[config.mk]
export PLATFORM = sky130hd
export DESIGN_NAME = action_input_conditioner
export DESIGN_NICKNAME = d
export VERILOG_FILES = /design/src/rtl/input_pkg.sv /design/src/rtl/action_channel.sv /design/src/rtl/action_input_conditioner.sv
export SDC_FILE = /design/constraint.sdc
export NUM_CORES = 1
export LEC_CHECK = 0
export ABC_AREA = 1
export CAP_MARGIN = 40
export CORE_MARGIN = 3
export CORE_UTILIZATION = 62
export CTS_CLUSTER_SIZE = 40
export DETAILED_ROUTE_END_ITERATION = 10
export PLACE_DENSITY = 0.84
export RECOVER_POWER = 100
export SYNTH_ARGS = -nofsm -noshare
export SYNTH_HDL_FRONTEND = slang
export SYNTH_SLANG_ARGS = --single-unit
[constraint.sdc]
create_clock -name clk -period 4.3 [get_ports clk]
set_input_delay 0.86 -clock clk [delete_from_list [all_inputs] [get_ports clk]]
set_output_delay 0.86 -clock clk [all_outputs]
set_load 0.03 [all_outputs]
[src/rtl/input_pkg.sv]
// input_pkg: shared types, channel indices and counter sizing for the action input conditioner.
package input_pkg;
  typedef enum logic [2:0] {BLOCK, IDLE, QUAL_ON, ACTIVE, QUAL_OFF} ch_state_t;
  localparam int CH_JUMP = 0;
  localparam int CH_DUCK = 1;
  function automatic int cnt_width(input int n);
    return (n < 2) ? 1 : $clog2(n + 1);
  endfunction
  function automatic int max3(input int a, input int b, input int c);
    return (a > b) ? ((a > c) ? a : c) : ((b > c) ? b : c);
  endfunction
endpackage

[src/rtl/action_channel.sv]
// action_channel: qualify one synchronised source, enforce minimum hold, emit level/rise and a saturating event count.
module action_channel
  import input_pkg::*;
#(
  parameter int CW       = 8,
  parameter int MIN_HOLD = 1,
  parameter int CNT_W    = 8
) (
  input  logic             clk,
  input  logic             reset_n,
  input  logic             i_src,
  input  logic             i_force,
  input  logic [CW-1:0]    i_qual,
  input  logic             i_clr,
  output logic             o_level,
  output logic             o_rise,
  output logic [CNT_W-1:0] o_count
);
  localparam logic [CW-1:0] HOLD = CW'(MIN_HOLD);
  ch_state_t r_state, w_state_nxt;
  logic [CW-1:0] r_cnt, w_cnt_nxt, w_cnt_inc;
  logic w_hit, w_rise;
  // One counter serves both qualification and hold; it saturates instead of wrapping.
  assign w_cnt_inc = (&r_cnt) ? r_cnt : r_cnt + 1'b1;
  assign w_hit     = w_cnt_inc >= i_qual;
  always_comb begin
    w_state_nxt = r_state;
    w_cnt_nxt   = r_cnt;
    if (i_force) begin
      w_state_nxt = BLOCK;
      w_cnt_nxt   = '0;
    end else begin
      case (r_state)
        BLOCK: begin
          w_state_nxt = (!i_src && w_hit) ? IDLE : BLOCK;
          w_cnt_nxt   = (i_src || w_hit) ? '0 : w_cnt_inc;
        end
        IDLE: begin
          w_state_nxt = i_src ? (w_hit ? ACTIVE : QUAL_ON) : IDLE;
          w_cnt_nxt   = i_src ? CW'(1) : '0;
        end
        QUAL_ON: begin
          w_state_nxt = !i_src ? IDLE : (w_hit ? ACTIVE : QUAL_ON);
          w_cnt_nxt   = !i_src ? '0 : (w_hit ? CW'(1) : w_cnt_inc);
        end
        ACTIVE: begin
          w_state_nxt = (!i_src && r_cnt >= HOLD) ? QUAL_OFF : ACTIVE;
          w_cnt_nxt   = (!i_src && r_cnt >= HOLD) ? '0 : w_cnt_inc;
        end
        QUAL_OFF: begin
          w_state_nxt = i_src ? ACTIVE : (w_hit ? IDLE : QUAL_OFF);
          w_cnt_nxt   = i_src ? HOLD : (w_hit ? '0 : w_cnt_inc);
        end
        default: begin
          w_state_nxt = BLOCK;
          w_cnt_nxt   = '0;
        end
      endcase
    end
  end
  assign w_rise = (r_state == IDLE || r_state == QUAL_ON) && w_state_nxt == ACTIVE;
  // The count follows the visible rise pulse, so a clear in the same cycle keeps that event.
  always_ff @(posedge clk or negedge reset_n) begin
    if (!reset_n) begin
      r_state <= BLOCK;
      r_cnt   <= '0;
      o_level <= 1'b0;
      o_rise  <= 1'b0;
      o_count <= '0;
    end else begin
      r_state <= w_state_nxt;
      r_cnt   <= w_cnt_nxt;
      o_level <= (w_state_nxt == ACTIVE) || (w_state_nxt == QUAL_OFF);
      o_rise  <= w_rise;
      o_count <= i_clr ? CNT_W'(o_rise) : ((o_rise && !(&o_count)) ? o_count + 1'b1 : o_count);
    end
  end
endmodule

[src/rtl/action_input_conditioner.sv]
// action_input_conditioner: synchronise buttons/sensor levels/mode, pick the source per channel and fan out to channel FSMs.
module action_input_conditioner
  import input_pkg::*;
#(
  parameter int                N_CH            = 2,
  parameter logic [N_CH-1:0]   BTN_ACTIVE_LOW  = 2'b10,
  parameter int                DEBOUNCE_CYCLES = 330000,
  parameter int                SENSOR_QUAL     = 1,
  parameter int                MIN_HOLD        = 3300000,
  parameter int                CNT_W           = 8
) (
  input  logic                  clk,
  input  logic                  reset_n,
  input  logic                  sensor_mode,
  input  logic [N_CH-1:0]       btn_raw,
  input  logic [N_CH-1:0]       sensor_lvl,
  input  logic                  clr_counts,
  output logic [N_CH-1:0]       action_level,
  output logic [N_CH-1:0]       action_rise,
  output logic [N_CH*CNT_W-1:0] event_count
);
  localparam int CW = cnt_width(max3(DEBOUNCE_CYCLES, SENSOR_QUAL, MIN_HOLD));
  logic [N_CH-1:0] r_btn_m, r_btn_s, r_sen_m, r_sen_s, w_src;
  logic r_mode_m, r_mode_s, r_mode_d, w_mode_chg;
  logic [CW-1:0] w_qual;
  always_ff @(posedge clk or negedge reset_n) begin
    if (!reset_n) begin
      r_btn_m  <= '0;
      r_btn_s  <= '0;
      r_sen_m  <= '0;
      r_sen_s  <= '0;
      r_mode_m <= 1'b0;
      r_mode_s <= 1'b0;
      r_mode_d <= 1'b0;
    end else begin
      r_btn_m  <= btn_raw;
      r_btn_s  <= r_btn_m;
      r_sen_m  <= sensor_lvl;
      r_sen_s  <= r_sen_m;
      r_mode_m <= sensor_mode;
      r_mode_s <= r_mode_m;
      r_mode_d <= r_mode_s;
    end
  end
  // A mode flip drops every channel back to BLOCK so the new source must settle idle first.
  assign w_mode_chg = r_mode_s ^ r_mode_d;
  assign w_src      = r_mode_s ? r_sen_s : (r_btn_s ^ BTN_ACTIVE_LOW);
  assign w_qual     = r_mode_s ? CW'(SENSOR_QUAL) : CW'(DEBOUNCE_CYCLES);
  for (genvar i = 0; i < N_CH; i++) begin : g_ch
    action_channel #(
      .CW      (CW),
      .MIN_HOLD(MIN_HOLD),
      .CNT_W   (CNT_W)
    ) u_ch (
      .clk    (clk),
      .reset_n(reset_n),
      .i_src  (w_src[i]),
      .i_force(w_mode_chg),
      .i_qual (w_qual),
      .i_clr  (clr_counts),
      .o_level(action_level[i]),
      .o_rise (action_rise[i]),
      .o_count(event_count[i*CNT_W +: CNT_W])
    );
  end
endmodule
==> results by group <==
Global route
  – Gr ovfl total: 0
  – First-pass GRT wire length: 27.2 mm
  – Vias in the first global route: 6007
  – Initial antenna violation count: 0
  – GRT Total Usage: 0.299
  – Largest net degree at the start of global routing: 54

Synth
  – Mapped Area: 0.00607 mm²
  – Yosys Warn Count: 0
  – Share of the synthesized area in the top cell type: 0.334
  – Number of synthesized flops with an enable pin: 0
  – Most frequent cell after synthesis: nand2_1
  – Synth Instances: 898
  – Post-synth top cells: nand2_1 (224), inv_1 (138), nor2_1 (119), nand3_1 (82), dfrtp_1 (81)
  – Post-synth cell types: 42
  – Yosys reg bits: 81
  – Net Count, Synth: 924
  – Synth area leaders: dfrtp_1 (33%), nand2_1 (14%), inv_1 (8.5%)
  – Register area share after synthesis: 0.334
  – Syn_area_per_cell: 6.76 µm²
  – Synth async-reset ratio: 1.00
  – Post-synth top flop: dfrtp_1
  – Synth area leader: dfrtp_1

Hold path
  – HP Start: r_sen_m[0]$_DFF_PN0_
  – Worst hold path class: flop to flop
  – Hold endpoint: r_sen_s[0]$_DFF_PN0_
  – Hold path cells: 0

Place
  – Placer Congestion: 0.976
  – Placed cell areas: 0.00645 mm²
  – Port buffer count: 27
  – DP Wirelength: 11.9 mm

Clock network
  – CTS tree: built
  – Clock Latency Late Sink: 370 ps
  – Root buffer cell: clkbuf_8
  – Clk slew on worst S/H paths: 90 ps
  – Cts bufs inserted: 9
  – Clock sink count: 81
  – Htree depth: 3
  – Clock tree buffer depth: 2

Critical path
  – Critical Path RT: 4590 ps
  – Setup crit start kind: flop
  – Reg-to-Reg Start: g_ch[1].u_ch.r_cnt[1]$_DFF_PN0_
  – Crit path DAT: 4160 ps
  – R2R depth: 21
  – Crit path max-delay family: simple AND/OR/NAND/NOR gates
  – Critical-path cell list: ha_1 -> inv_1 -> nor2_4 -> nand2_4 -> nor2_1 -> nand3_1 -> nand3_1 -> xor2_2 -> ha_1 -> nand2_1 -> nand2_1 -> nor2_1 -> nand2_2 -> a21oi_4 -> nand3_4 -> nor2_1 -> nand2_1 -> nand2_1 -> nand2_2 -> buf_6 -> nor2_1
  – Crit Path Category: flop to flop
  – Max stage delay on crit path: 440 ps
  – Crit Path Max Fanout: 18
  – CP endpoint kind: flop
  – FF-to-FF setup slack: 430 ps
  – R2R Path End: g_ch[1].u_ch.r_cnt[10]$_DFF_PN0_
  – Slowest CP cell: dfrtp_1
  – CP bufs+invs: 2

Floorplan
  – Core region area: 0.00937 mm²
  – Die Height: 105 µm
  – Num ports: 28
  – Die Area: 0.0110 mm²
  – Die X: 105 µm
  – # rows: 35
  – Starting Density: 0.648

Power and ir drop
  – Leakage: 3.19 nW
  – Total chip power: 0.00153 W
  – Maximum VDD drop: 0.179 mV
  – Pwr Density: 233 mW/mm²

STA
  – Final Skew: 17.8 ps
  – Finish-stage setup viols: 0
  – Setup TNS: 0 ps
  – Slew of the pin with the lowest slew margin: 1550 ps
  – Fmax: 258 MHz
  – Final Hold Viols: 0
  – Max_slew headroom: -0.0359
  – RSZ-0062 raised after global routing: no
  – Final Critical Period: 3870 ps
  – Fin crit share: 0.900
  – Slew Viols, Final: 30

Layout
  – Post-route cell area: 0.00658 mm²
  – Area Growth Syn to Fin: 8.24%
  – # diodes: 0
  – Share of cells above drive strength 1: 0.0795
  – Final net count: 952

Route
  – Total Wirelength: 15.7 mm
  – Drt drc: 0
  – Routed length per instance: 14.8 µm
  – Iteration count of the initial detailed-routing pass: 7
  – Iteration-0 DRC count of the detailed router: 390
  – Final ANT Viol Nets: 0
  – Total vias in the final route: 5938
  – Routed vias/inst: 5.60

Run status
  – Failing checks: capacitance limit, slew limit
  – Status: finished with violations

Flow run
  – Max Cap Violations: 1
what timing repair did:
item | CTS | global route
buffers inserted | 0 | 0
endpoints found under the setup margin | 0 | 13
gates resized for setup | 0 | 2
hold buffers | 0 | 0
registers in the layout, indices dropped and copies added, names as in the netlist:
register and count:
g_ch.u_ch.o_count 16, g_ch.u_ch.o_level 2, g_ch.u_ch.o_rise 2, g_ch.u_ch.r_cnt 44, g_ch.u_ch.r_state 6, r_btn_m 2, r_btn_s 2, r_mode_d 1
r_mode_m 1, r_mode_s 1, r_sen_m 2, r_sen_s 2
metrics by stage:
step                      hold slack (ps)  std cells  utilization  setup slack, ps
after floorplan                       331        898            -             1080
after global placement                332       1042        0.685              440
after detailed placement              337       1044        0.689              336
after CTS                             357       1060        0.710              301
after global routing                  367       1060        0.702             36.2
final                                 355       1060        0.702              431
where the power goes:
group / switching, W / internal [W] / leakage, nW
logic: 0.000117 / 0.0000470 / 1.98
registers: 0.0000116 / 0.000773 / 1.10
clock network: 0.000309 / 0.000273 / 0.104
total: 0.000438 / 0.00109 / 3.19
cells in the final DEF (no fill, tap or decap), types with 2 or more instances in the layout:
cell | Yosys | layout
nand2_1 | 224 | 224
inv_1 | 138 | 138
nor2_1 | 119 | 132
nand3_1 | 82 | 82
dfrtp_1 | 81 | 81
o21ai_0 | 31 | 32
nand4_1 | 30 | 30
a21oi_1 | 27 | 27
dlygate4sd3_1 | 0 | 26
ha_1 | 18 | 18
nand2_2 | 15 | 15
xor2_1 | 15 | 14
nor3_1 | 12 | 12
nor2_4 | 18 | 11
nor2_2 | 17 | 11
clkbuf_8 | 0 | 9
nor4_1 | 8 | 8
o211ai_1 | 5 | 5
xnor2_1 | 4 | 4
nand3_2 | 4 | 4
clkinv_4 | 0 | 4
buf_4 | 6 | 4
clkinv_1 | 3 | 3
o21bai_1 | 3 | 3
a31oi_1 | 3 | 3
nor3_2 | 2 | 2
nand2_4 | 2 | 2
or2_2 | 2 | 2
o21ai_1 | 3 | 2
nand3b_1 | 2 | 2
a21boi_0 | 2 | 2
layer usage:
metal  vias to the layer above  global-route usage  wire length, µm
met3                        42              0.0371              707
met4                         0               0.144              476
met2                       191               0.549             8090
li1                       2914                   -                -
met5                         -                   0                0
met1                      2791               0.342             6430
cells by family (layout without fill, tap and decap cells):
family / after synthesis / in the layout / share of synthesized area
AOI/OAI and AO/OA: 79 / 79 / 0.0737
xor gates and xnor gates: 19 / 19 / 0.0274
adders and majority gates: 18 / 18 / 0.0371
buffers and inverters: 158 / 191 / 0.107
DFF: 81 / 81 / 0.334
and+or+nand+nor: 543 / 543 / 0.421
worst register-to-register path, cell delays in order (launching register included):
cell	delay [ps]
dfrtp_1	440
ha_1	280
inv_1	100
nor2_4	180
nand2_4	90
nor2_1	140
nand3_1	190
nand3_1	170
xor2_2	320
ha_1	320
nand2_1	70
nand2_1	40
nor2_1	130
nand2_2	90
a21oi_4	280
nand3_4	240
nor2_1	140
nand2_1	90
nand2_1	120
nand2_2	50
buf_6	170
nor2_1	130
worst max path at each step:
stage	end	startpoint	cells past startpoint
after global placement	g_ch[1].u_ch.r_cnt[1]$_DFF_PN0_	g_ch[1].u_ch.r_cnt[1]$_DFF_PN0_	21
after global routing	g_ch[1].u_ch.r_cnt[0]$_DFF_PN0_	g_ch[1].u_ch.r_cnt[1]$_DFF_PN0_	21
final	g_ch[1].u_ch.r_cnt[10]$_DFF_PN0_	g_ch[1].u_ch.r_cnt[1]$_DFF_PN0_	21
after detailed placement	g_ch[1].u_ch.r_cnt[1]$_DFF_PN0_	g_ch[1].u_ch.r_cnt[1]$_DFF_PN0_	21
after CTS	g_ch[1].u_ch.r_cnt[1]$_DFF_PN0_	g_ch[1].u_ch.r_cnt[1]$_DFF_PN0_	21
after floorplan	g_ch[1].u_ch.r_cnt[4]$_DFF_PN0_	g_ch[1].u_ch.r_cnt[1]$_DFF_PN0_	22
layout make-up:
class / instances / area [µm²]
Timing Repair Buffer: 34 / 315
Clock inverter: 7 / 78.8
Sequential cell: 81 / 2030
Multi-Input combinational cell: 659 / 3340
Inverter: 141 / 529
Tap cell: 129 / 161
Fill cell: 802 / 2800
Clock buffer: 9 / 124
Note: power is estimated with default switching activity, not from simulation.
